[config.mk]
export PLATFORM = sky130hd
export DESIGN_NAME = deserializer_out
export DESIGN_NICKNAME = d
export VERILOG_FILES = /design/src/rtl/deserializer_out.sv
export SDC_FILE = /design/constraint.sdc
export NUM_CORES = 1
export LEC_CHECK = 0
export BUFFER_PORTS_ARGS = -buffer_cell sky130_fd_sc_hd__buf_2
export CORE_ASPECT_RATIO = 1.4
export CORE_MARGIN = 2
export CORE_UTILIZATION = 55
export DETAILED_ROUTE_END_ITERATION = 8
export GPL_ROUTABILITY_DRIVEN = 0
export PLACE_DENSITY = 0.72
export RECOVER_POWER = 100
export SLEW_MARGIN = 20
export SYNTH_ARGS = -nofsm -noshare
export SYNTH_HDL_FRONTEND = slang
export SYNTH_SLANG_ARGS = --single-unit
[constraint.sdc]
create_clock -name clk_i -period 3.2 [get_ports clk_i]
set_input_delay 0.64 -clock clk_i [delete_from_list [all_inputs] [get_ports clk_i]]
set_output_delay 0.64 -clock clk_i [all_outputs]
set_load 0.1 [all_outputs]
[src/rtl/deserializer_out.sv]
// Receive-side deserializer: finds 9-bit comma alignment on the serial stream,
// verifies lock, then unpacks [comma][d0][d1][d2] frames into a 24-bit payload.
module deserializer_out #(
    parameter logic [7:0]  COMMA       = 8'h3C,
    parameter int unsigned LOCK_COMMAS = 2,
    parameter int unsigned ERR_LIMIT   = 3
) (
    input  logic        clk_i,
    input  logic        rst_ni,
    input  logic        en_i,
    input  logic        data_i,
    output logic [23:0] data_o,
    output logic        valid_o,
    output logic        lock_o,
    output logic        err_o
);

    typedef enum logic [1:0] {
        ST_HUNT,
        ST_VERIFY,
        ST_LOCKED
    } state_t;

    localparam logic [2:0] LOCK_N = 3'(LOCK_COMMAS);
    localparam logic [2:0] ERR_N  = 3'(ERR_LIMIT);

    state_t      state, state_n;
    logic [8:0]  win, win_n;
    logic [3:0]  bit_cnt, bit_cnt_n;
    logic [2:0]  pos, pos_n;
    logic [2:0]  comma_cnt, comma_cnt_n;
    logic [2:0]  err_cnt, err_cnt_n;
    logic [7:0]  d0, d0_n, d1, d1_n;
    logic [23:0] data_n;
    logic        valid_n, err_n;
    logic        boundary, is_comma, good, bad;
    logic [2:0]  comma_inc;

    always_ff @(posedge clk_i or negedge rst_ni) begin
        if (!rst_ni) begin
            state     <= ST_HUNT;
            win       <= '0;
            bit_cnt   <= '0;
            pos       <= '0;
            comma_cnt <= '0;
            err_cnt   <= '0;
            d0        <= '0;
            d1        <= '0;
            data_o    <= '0;
            valid_o   <= 1'b0;
            err_o     <= 1'b0;
        end else begin
            state     <= state_n;
            win       <= win_n;
            bit_cnt   <= bit_cnt_n;
            pos       <= pos_n;
            comma_cnt <= comma_cnt_n;
            err_cnt   <= err_cnt_n;
            d0        <= d0_n;
            d1        <= d1_n;
            data_o    <= data_n;
            valid_o   <= valid_n;
            err_o     <= err_n;
        end
    end

    always_comb begin
        state_n     = state;
        win_n       = win;
        bit_cnt_n   = bit_cnt;
        pos_n       = pos;
        comma_cnt_n = comma_cnt;
        err_cnt_n   = err_cnt;
        d0_n        = d0;
        d1_n        = d1;
        data_n      = data_o;
        valid_n     = 1'b0;
        err_n       = 1'b0;
        good        = 1'b0;
        bad         = 1'b0;
        boundary    = 1'b0;
        is_comma    = 1'b0;
        comma_inc   = (comma_cnt == 3'd7) ? comma_cnt : comma_cnt + 3'd1;

        if (en_i) begin
            // Symbol decisions use the window including this cycle's bit.
            win_n     = {win[7:0], data_i};
            boundary  = (bit_cnt == 4'd8);
            bit_cnt_n = boundary ? 4'd0 : bit_cnt + 4'd1;
            is_comma  = (win_n == {1'b1, COMMA});

            case (state)
                ST_HUNT: begin
                    if (is_comma) begin
                        bit_cnt_n   = 4'd0;
                        comma_cnt_n = 3'd1;
                        pos_n       = 3'd1;
                        state_n     = (LOCK_N == 3'd1) ? ST_LOCKED : ST_VERIFY;
                    end
                end
                ST_VERIFY: begin
                    if (boundary) begin
                        if (is_comma) begin
                            comma_cnt_n = comma_inc;
                            if (comma_inc >= LOCK_N) begin
                                state_n = ST_LOCKED;
                                pos_n   = 3'd1;
                            end
                        end else if (win_n[8]) begin
                            state_n     = ST_HUNT;
                            comma_cnt_n = 3'd0;
                        end
                    end
                end
                ST_LOCKED: begin
                    if (boundary) begin
                        if (is_comma) begin
                            // A comma after d0 or d1 truncates that frame.
                            pos_n = 3'd1;
                            if (pos >= 3'd2) bad = 1'b1;
                            else             good = 1'b1;
                        end else if (!win_n[8]) begin
                            case (pos)
                                3'd1: begin d0_n = win_n[7:0]; pos_n = 3'd2; good = 1'b1; end
                                3'd2: begin d1_n = win_n[7:0]; pos_n = 3'd3; good = 1'b1; end
                                3'd3: begin
                                    data_n  = {win_n[7:0], d1, d0};
                                    valid_n = 1'b1;
                                    pos_n   = 3'd0;
                                    good    = 1'b1;
                                end
                                default: bad = 1'b1;
                            endcase
                        end else begin
                            bad   = 1'b1;
                            pos_n = 3'd0;
                        end

                        if (good) err_cnt_n = 3'd0;
                        if (bad) begin
                            err_n = 1'b1;
                            if (err_cnt + 3'd1 >= ERR_N) begin
                                state_n     = ST_HUNT;
                                err_cnt_n   = 3'd0;
                                comma_cnt_n = 3'd0;
                                pos_n       = 3'd0;
                                bit_cnt_n   = 4'd0;
                            end else begin
                                err_cnt_n = err_cnt + 3'd1;
                            end
                        end
                    end
                end
                default: state_n = ST_HUNT;
            endcase
        end
    end

    assign lock_o = (state == ST_LOCKED);

endmodule

==> out/metrics.csv, run 1 <==
metric;value;unit
run status;finished, final reports clean;
Num CTS Buffers;9;
Clock Latency Late Sink;0.35;ns
Post-synth EDFFs;0;
final setup fails;0;
Min-Delay Path Class;in2async;
post-DR wirelength/cell;15.52;µm
die area;5994;µm²
Starting Density;56.96;%
Worst setup EP type;register;
# resized after CTS;0;
CP max stage cell;clkbuf_1;
CP max stage delay;0.59;ns
max cap viols;0;
clk buf depth;2;
global-route wire length before repair;9032;µm
cell accounting for the most synthesized area;dfrtp_1;
number of global-route vias before repair;1974;
vias per cell;5.593;
# hold bufs at CTS;0;
worst slew pin tran;1.179;ns
TNS Setup;0;ns
f_max;399.6;MHz
ratio of cells with drive above 1 in the final layout;26.74;%
Yosys reg bits;65;
Tcrit/Tclk final;78.20;%
Post-Synthesis Cell Area;2960;µm²
largest net degree at the start of global routing;45;
clock sink count;65;
remaining antenna violation count;0;
type of the worst setup path;in2reg;
Vias;1896;
final slew viol count;0;
synth warn;0;
Yosys top cell area share;54.95;%
syn nets;242;
DRT iter0 DRCs;39;
Synth cell types;47;
Critical Path RT;3.43;ns
total power;2.200;mW
Die W;66.01;µm
Slew Limit Headroom;21.71;%
Post-Route WL;5261;µm
CTS clk-pin slew, worst paths;0.07;ns
CP top delay family;buffers and inverters;
peak supply drop;0.0004138;V
RSZ-0062 raised after global routing;no;
post-route cell area;3362;µm²
# diodes;0;
clk_skew;0.01020;ns
die height;90.81;µm
Setup Fix Bufs, Post-CTS;0;
HPWL after detailed placement;3686;µm
synthesized area per cell;12.93;µm²
final hold vios;0;
CP startpoint kind;input port;
crit-path max FO;24;
Data arrival, critical path;2.73;ns
I/O Pins;31;
DP Area;3184;µm²
total track usage;20.04;%
Main synth FF type;dfrtp_1;
Pre-Repair DR Iteration Count;4;
FP Rows;31;
most common cell in the netlist;dfrtp_1;
synth cell count leaders;dfrtp_1 (65), mux2_2 (49), nor2_1 (16);
top area cells in the synthesized netlist;dfrtp_1 (55%), mux2_2 (19%), ha_1 (3.8%), nor2_1 (2.0%), inv_1 (1.4%);
Core Region;5197;µm²
CTS Root Cell;clkbuf_8;
GRT Residual Overflow;0;
sequential area share after synthesis;54.95;%
asr flop ratio synth;100.0;%
CP cell instances;clkbuf_1 > nand3_1 > nor4_4 > buf_4 > mux2_2;
area grow syn2layout;13.57;%
nets;281;
Final Critical Period;2.502;ns
Post-Syn Instances;229;
DR DRC count;0;
initial antenna violation count;0;
htree depth;3;
PwrDens;654.3;nW/µm²
Leak Pwr;1.627;nW
CTS tree;built;
Port Buffers;30;
CP Buf/Inv Count;2;
state kept, by name, indices dropped and copies added, names as in the netlist:
register	count
d1	8
valid_o	1
d0	8
err_o	1
data_o	24
win	8
comma_cnt	3
state	2
bit_cnt	4
pos	3
err_cnt	3
per-layer routing:
metal	GRT usage, %	part of all wire, %
met2	33.50	51
met1	22.93	43
met4	12.59	2.5
met3	3.865	3.0
met5	0	0
metrics by stage:
stage / utilization (%) / hold slack (ns) / std cells / setup WS (ns)
finish: 64.68 / 0.3041 / 339 / 0.6976
global route: 64.68 / 0.3472 / 339 / 0.5221
CTS: 65.48 / 0.4791 / 338 / 0.8376
detailed placement: 61.27 / 0.4897 / 322 / 0.8609
global placement: 61.27 / 0.4845 / 322 / 0.8954
floorplan: - / 0.3444 / 229 / 0.2588
area by class of cell:
| class | count | area (µm²) |
|---|---|---|
| inverter | 11 | 41.29 |
| timing repair buffer | 35 | 157.7 |
| tap | 66 | 82.58 |
| clock inverter | 6 | 91.34 |
| fill | 432 | 1836 |
| clock buffer | 10 | 127.6 |
| multi-input combinational | 146 | 1235 |
| sequential | 65 | 1627 |
kinds of logic (layout without fill, tap and decap cells):
| kind of cell | count (synthesis) | in the layout | share of synthesized area (%) |
|---|---|---|---|
| buf+inv | 18 | 62 | 3.001 |
| simple gates | 54 | 54 | 10.36 |
| compound gates | 29 | 29 | 7.608 |
| flops | 65 | 65 | 54.95 |
| xor+xnor | 4 | 4 | 1.184 |
| fa+ha+maj | 9 | 9 | 3.804 |
| mux | 50 | 50 | 19.10 |
layout by cell type, fill, tap and decap left out, types with 2 or more instances in the layout:
master	instances
nand3b_1	2
and2_1	2
clkbuf_1	31
xor2_1	3
buf_4	2
dfrtp_1	65
bufinv_16	2
nand2_1	10
ha_1	9
nand4_1	3
o2bb2ai_1	3
buf_2	2
clkbuf_8	9
nand3_1	4
nor3_1	3
inv_1	11
o21a_1	2
o21ai_0	7
nor4_1	3
o22ai_1	2
clkinv_4	2
a21oi_1	4
nor2_1	16
mux2_2	49
worst register-to-register path, cell delays in order, from the launching register on:
cell and delay (ns):
dfrtp_1 0.38, inv_1 0.11, ha_1 0.35, nand3_1 0.35, nor4_4 0.30, buf_4 0.35, mux2_2 0.39
worst paths after layout:
| kind | from | end | slack [ns] | depth (start not counted) |
|---|---|---|---|---|
| worst max-delay path | en_i | data_o[20]$_DFFE_PN0P_ | 0.70 | 5 |
| min in group clk_i | d0[0]$_DFFE_PN0P_ | data_o[0]$_DFFE_PN0P_ | 0.50 | 1 |
| max in group asynchronous | rst_ni | d1[1]$_DFFE_PN0P_ | 1.56 | 3 |
| worst max register to register | state[0]$_DFFE_PN0P_ | data_o[20]$_DFFE_PN0P_ | 0.86 | 6 |
| worst min register to register | d0[0]$_DFFE_PN0P_ | data_o[0]$_DFFE_PN0P_ | 0.50 | 1 |
| worst min-delay path | rst_ni | comma_cnt[2]$_DFFE_PN0P_ | 0.30 | 1 |
where the power goes:
group,internal [mW],switching (mW)
clock network,0.443,0.324
registers,0.906,0.118
logic,0.172,0.237
Power figures use the tool's default switching activity.
==> run 2, diff against run 1 <==
--- a/config.mk
+++ b/config.mk
@@ -5,13 +5,14 @@
 export SDC_FILE = /design/constraint.sdc
 export NUM_CORES = 1
 export LEC_CHECK = 0
+export ABC_AREA = 1
 export BUFFER_PORTS_ARGS = -buffer_cell sky130_fd_sc_hd__buf_2
 export CORE_ASPECT_RATIO = 1.4
 export CORE_MARGIN = 2
-export CORE_UTILIZATION = 55
+export CORE_UTILIZATION = 53
 export DETAILED_ROUTE_END_ITERATION = 8
 export GPL_ROUTABILITY_DRIVEN = 0
-export PLACE_DENSITY = 0.72
+export PLACE_DENSITY = 0.73
 export RECOVER_POWER = 100
 export SLEW_MARGIN = 20
 export SYNTH_ARGS = -nofsm -noshare
==> constraint.sdc (replaced) <==
create_clock -name clk_i -period 2.02 [get_ports clk_i]
set_input_delay 0.404 -clock clk_i [delete_from_list [all_inputs] [get_ports clk_i]]
set_output_delay 0.404 -clock clk_i [all_outputs]
set_load 0.1 [all_outputs]
==> run 2 against run 1 <==
Compared with the run above:
- non-clock buffer count down 1
- routed wire length up 12%
- sequential power up 47%
- combinational power up 59%
- via count up 26%
- critical path type is now reg2out
- largest cell class unchanged
- highest routed layer unchanged
==> out/metrics.csv, run 2 <==
metric;value;unit
run status;finished, final reports clean;
CTS tree;built;
Post-synth EDFFs;0;
DR DRC count;0;
CTS clk-pin slew, worst paths;0.07;ns
Starting Density;54.13;%
TNS Setup;0;ns
Worst R2R End;d0[7]$_DFFE_PN0P_;
DP Cell Count;453;
Reg2Reg Setup Slack;0.22;ns
Simple-Gate Fraction of Synth Area;27.43;%
vias per cell;5.107;
Biggest register;data_o;
htree depth;3;
crit-path max FO;11;
Synth Area in Compound Gates;8.397;%
f_max;506.5;MHz
number of global-route vias before repair;2272;
asr flop ratio synth;100.0;%
Vias;2390;
final slew viol count;0;
Post-Layout Cell Count;468;
R2R depth;9;
Min-Delay Path Class;in2async;
commonest non-fill, non-tap cell in the layout;nand2_1;
final setup fails;0;
max cap viols;0;
most common cell in the netlist;nand2_1;
global-route wire length before repair;10040;µm
die area;6543;µm²
# diodes;0;
clk buf depth;2;
Synth cell types;31;
clk_skew;0.008285;ns
Port Buffers;30;
FF-to-FF Start;bit_cnt[0]$_DFFE_PN0P_;
Final WS setup;0.04549;ns
Yosys reg bits;65;
DRT iter0 DRCs;157;
Num CTS Buffers;9;
PwrDens;952.3;nW/µm²
Data arrival, critical path;1.57;ns
Post-Synthesis Cell Area;3129;µm²
Main synth FF type;dfrtp_1;
RSZ-0062 raised after global routing;no;
Core Region;5781;µm²
type of the worst setup path;reg2out;
total track usage;20.87;%
Tcrit/Tclk final;97.75;%
# hold bufs at CTS;0;
Post-Route WL;5915;µm
I/O Pins;31;
Leak Pwr;1.794;nW
worst slew pin tran;1.033;ns
Post-Syn Instances;360;
remaining antenna violation count;0;
syn nets;373;
mux contribution to synthesized area;0;%
synthesized area per cell;8.692;µm²
nets;407;
# resized after CTS;0;
largest net degree at the start of global routing;41;
Pre-Repair DR Iteration Count;4;
Die W;68.94;µm
post-DR wirelength/cell;12.64;µm
GRT Residual Overflow;0;
initial antenna violation count;0;
commonest cells after routing, fill and taps aside;nand2_1 (110), dfrtp_1 (65), inv_1 (46);
total power;3.343;mW
Slew Limit Headroom;31.10;%
post-synthesis xor/xnor area fraction;0.8397;%
Worst setup EP type;output port;
Clock Latency Late Sink;0.35;ns
synth cell count leaders;nand2_1 (109), dfrtp_1 (65), inv_1 (45);
Synth Area in Adders;3.599;%
fillers;545;
cell accounting for the most synthesized area;dfrtp_1;
pre-CTS setup slack;0.2645;ns
final hold vios;0;
CP startpoint kind;register;
CTS Root Cell;clkbuf_8;
synth warn;0;
clock sink count;65;
Critical Path RT;1.62;ns
HPWL after detailed placement;4310;µm
area grow syn2layout;12.20;%
Setup Fix Bufs, Post-CTS;0;
ratio of cells with drive above 1 in the final layout;16.08;%
peak supply drop;0.0005174;V
die height;94.92;µm
sequential area share after synthesis;51.98;%
Final Critical Period;1.975;ns
largest family of logic cells by synthesized area;simple AND/OR/NAND/NOR gates;
max reg flops;24;
Yosys top cell area share;51.98;%
FP Rows;33;
top area cells in the synthesized netlist;dfrtp_1 (52%), nand2_1 (13%), inv_1 (5.4%), o21ai_0 (5.0%), ha_1 (3.6%);
run 2: routing by layer:
| layer | vias up | part of all wire [%] | GRT usage (%) | routed length (µm) |
|---|---|---|---|---|
| met4 | 0 | 3.2 | 10.95 | 188 |
| met2 | 43 | 52 | 34.54 | 3053 |
| li1 | 1204 | - | - | - |
| met3 | 15 | 3.4 | 5.364 | 203 |
| met5 | - | 0 | 0 | 0 |
| met1 | 1128 | 42 | 24.25 | 2470 |
run 2: cell type report:
| class | count | area (µm²) | area share, % |
|---|---|---|---|
| Sequential cell | 65 | 1627 | 46.33 |
| Timing Repair Buffer | 34 | 172.7 | 4.918 |
| Multi-Input combinational cell | 237 | 1237 | 35.25 |
| Tap cell | 70 | 87.58 | 2.495 |
| Inverter | 47 | 176.4 | 5.025 |
| Clock buffer | 12 | 145.1 | 4.134 |
| Clock inverter | 3 | 65.06 | 1.853 |
run 2: metrics by stage:
stage | hold WS [ns] | util (%) | area [µm²]
4_1_cts | 0.006709 | 61.69 | 3566
3_3_place_gp | 0.3798 | 58.05 | 3356
6_report | 0.2115 | 60.74 | 3511
3_5_place_dp | 0.3828 | 58.05 | 3356
5_1_grt | 0.2815 | 60.74 | 3511
2_1_floorplan | 0.1084 | - | 3142
run 2: power by group:
| group | total (mW) | internal, mW | switching (mW) |
|---|---|---|---|
| Sequential | 1.50 | 1.40 | 0.105 |
| Combinational | 0.652 | 0.216 | 0.436 |
| Clock | 1.19 | 0.720 | 0.469 |
run 2: cells by family after synthesis:
kind of cell    after synthesis
buf+inv                      58
flops                        65
compound gates               52
simple gates                173
fa+ha+maj                     9
xor+xnor                      3
run 2: critical path, stage by stage (launching register included):
cell,delay [ns]
dfrtp_1,0.40
inv_1,0.13
ha_4,0.24
buf_2,0.45
run 2: worst max path at each step:
stage          depth (start not counted)           endpoint  slack [ns]                   start
2_1_floorplan                          9  d1[7]$_DFFE_PN0P_        0.14    state[0]$_DFFE_PN0P_
3_3_place_gp                           9  d1[6]$_DFFE_PN0P_        0.34  bit_cnt[0]$_DFFE_PN0P_
3_5_place_dp                           9  d1[0]$_DFFE_PN0P_        0.26  bit_cnt[0]$_DFFE_PN0P_
4_1_cts                                3             lock_o        0.03    state[0]$_DFFE_PN0P_
5_1_grt                                3             lock_o       0.005    state[0]$_DFFE_PN0P_
6_report                               3             lock_o        0.05    state[0]$_DFFE_PN0P_
==> run 3, diff against run 2 <==
--- a/config.mk
+++ b/config.mk
@@ -10,6 +10,7 @@
 export CORE_ASPECT_RATIO = 1.4
 export CORE_MARGIN = 2
 export CORE_UTILIZATION = 53
+export CTS_BUF_LIST = sky130_fd_sc_hd__clkbuf_16
 export DETAILED_ROUTE_END_ITERATION = 8
 export GPL_ROUTABILITY_DRIVEN = 0
 export PLACE_DENSITY = 0.73
==> run 3 against run 2 <==
Compared with the run above:
- count of clock-buffer cells in the layout shrank 3
- highest routed layer unchanged
- critical path type unchanged
- register-to-register slack worse by 0.03 ns
- core utilization rose by 1.6 points
- clock skew is 0.0034 ns lower
- sequential power barely moved
- worst hold slack gained 0.023 ns
- flip-flop and latch count is the same
- largest power group is now clock
==> out/metrics.csv, run 3 (synthesis gave the netlist of run 2 again) <==
metric;value;unit
max cap viols;0;
DP Area;3356;µm²
PwrDens;1037;nW/µm²
DR DRC count;0;
Pre-Repair DR Iteration Count;4;
Num CTS Buffers;9;
fillers;522;
clk buf depth;2;
CTS tree;built;
FP Rows;33;
largest net degree at the start of global routing;41;
CTS Root Cell;clkbuf_16;
TNS Setup;0;ns
clk_skew;0.004895;ns
vias per cell;5.156;
Slew Limit Headroom;31.67;%
initial antenna violation count;0;
peak supply drop;0.0005352;V
Core Region;5781;µm²
Port Buffers;30;
area grow syn2layout;15.11;%
commonest non-fill, non-tap cell in the layout;nand2_1;
worst slew pin tran;1.025;ns
RSZ-0062 raised after global routing;no;
remaining antenna violation count;0;
final slew viol count;0;
post-DR wirelength/cell;12.81;µm
HPWL after detailed placement;4310;µm
Starting Density;54.13;%
Vias;2413;
ratio of cells with drive above 1 in the final layout;15.33;%
crit-path max FO;11;
final hold vios;0;
nets;407;
I/O Pins;31;
CP startpoint kind;register;
# resized after CTS;0;
Biggest register;data_o;
Die W;68.94;µm
clock sink count;65;
htree depth;3;
total track usage;21.24;%
Worst setup EP type;output port;
die area;6543;µm²
die height;94.92;µm
Leak Pwr;1.834;nW
CTS clk-pin slew, worst paths;0.05;ns
Final Critical Period;1.947;ns
Data arrival, critical path;1.54;ns
type of the worst setup path;reg2out;
Setup Fix Bufs, Post-CTS;0;
post-route cell area;3602;µm²
Tcrit/Tclk final;96.40;%
final setup fails;0;
number of global-route vias before repair;2312;
# diodes;0;
Post-Route WL;5995;µm
DP Cell Count;453;
Critical Path RT;1.62;ns
# hold bufs at CTS;0;
global-route wire length before repair;10190;µm
commonest cells after routing, fill and taps aside;nand2_1 (110), dfrtp_1 (65), inv_1 (48);
Min-Delay Path Class;in2async;
Post-Layout Cell Count;468;
Clock Latency Late Sink;0.33;ns
DRT iter0 DRCs;189;
GRT Residual Overflow;0;
run status;finished, final reports clean;
max reg flops;24;
Final Util;62.32;%
f_max;513.5;MHz
[run 3: cell types whose count changed in the layout (fill, tap and decap cells not counted), moves of 2 or more]
cell,before,now
clkbuf_8,10,0
inv_1,46,48
buf_4,2,0
clkbuf_16,0,9
[run 3: path summary, 6_finish.rpt]
| kind | slack (ns) | from | depth (start not counted) | to |
|---|---|---|---|---|
| setup / recovery | 0.07 | state[0]$_DFFE_PN0P_ | 3 | lock_o |
| max in group asynchronous | 0.44 | rst_ni | 2 | bit_cnt[3]$_DFFE_PN0P_ |
| min in group clk_i | 0.35 | data_i | 3 | win[0]$_DFFE_PN0P_ |
| hold / removal | 0.23 | rst_ni | 1 | valid_o$_DFF_PN0_ |
| hold reg to reg | 0.47 | d0[5]$_DFFE_PN0P_ | 2 | data_o[5]$_DFFE_PN0P_ |
| setup reg to reg | 0.19 | bit_cnt[0]$_DFFE_PN0P_ | 9 | d1[4]$_DFFE_PN0P_ |
[run 3: power breakdown]
group / switching, mW / internal [mW] / total [mW]
combinational: 0.443 / 0.215 / 0.657
clock: 0.517 / 1.06 / 1.57
sequential: 0.105 / 1.40 / 1.50
total: 1.06 / 2.67 / 3.73
[run 3: layout make-up]
class | instances | area [µm²] | share of cell area (%)
Sequential cell | 65 | 1627 | 45.15
Multi-Input combinational cell | 237 | 1245 | 34.56
Clock buffer | 9 | 225.2 | 6.252
Inverter | 47 | 176.4 | 4.898
Timing Repair Buffer | 34 | 165.2 | 4.585
Tap cell | 70 | 87.58 | 2.431
Clock inverter | 6 | 76.32 | 2.119
[run 3: worst max-delay path: stages, from the launching register on]
cell	delay, ns
dfrtp_1	0.39
inv_1	0.12
ha_4	0.24
buf_2	0.45
[run 3: per-layer routing]
| layer | vias to the layer above | track usage (%) | routed length, µm |
|---|---|---|---|
| met5 | - | 0 | 0 |
| met4 | 0 | 13.40 | 208 |
| met3 | 16 | 4.052 | 186 |
| met2 | 48 | 34.62 | 3072 |
| met1 | 1143 | 25.04 | 2528 |
| li1 | 1206 | - | - |
[run 3: stage by stage]
| stage | hold slack [ns] | setup WS [ns] | power (mW) |
|---|---|---|---|
| 3_5_place_dp | 0.3828 | 0.2645 | 2.226 |
| 5_1_grt | 0.3161 | 0.02767 | 3.943 |
| 3_3_place_gp | 0.3798 | 0.3384 | 2.194 |
| 4_1_cts | 0.03777 | 0.05387 | 3.805 |
| 6_report | 0.2346 | 0.07273 | 3.734 |
| 2_1_floorplan | 0.1084 | 0.1438 | 2.045 |
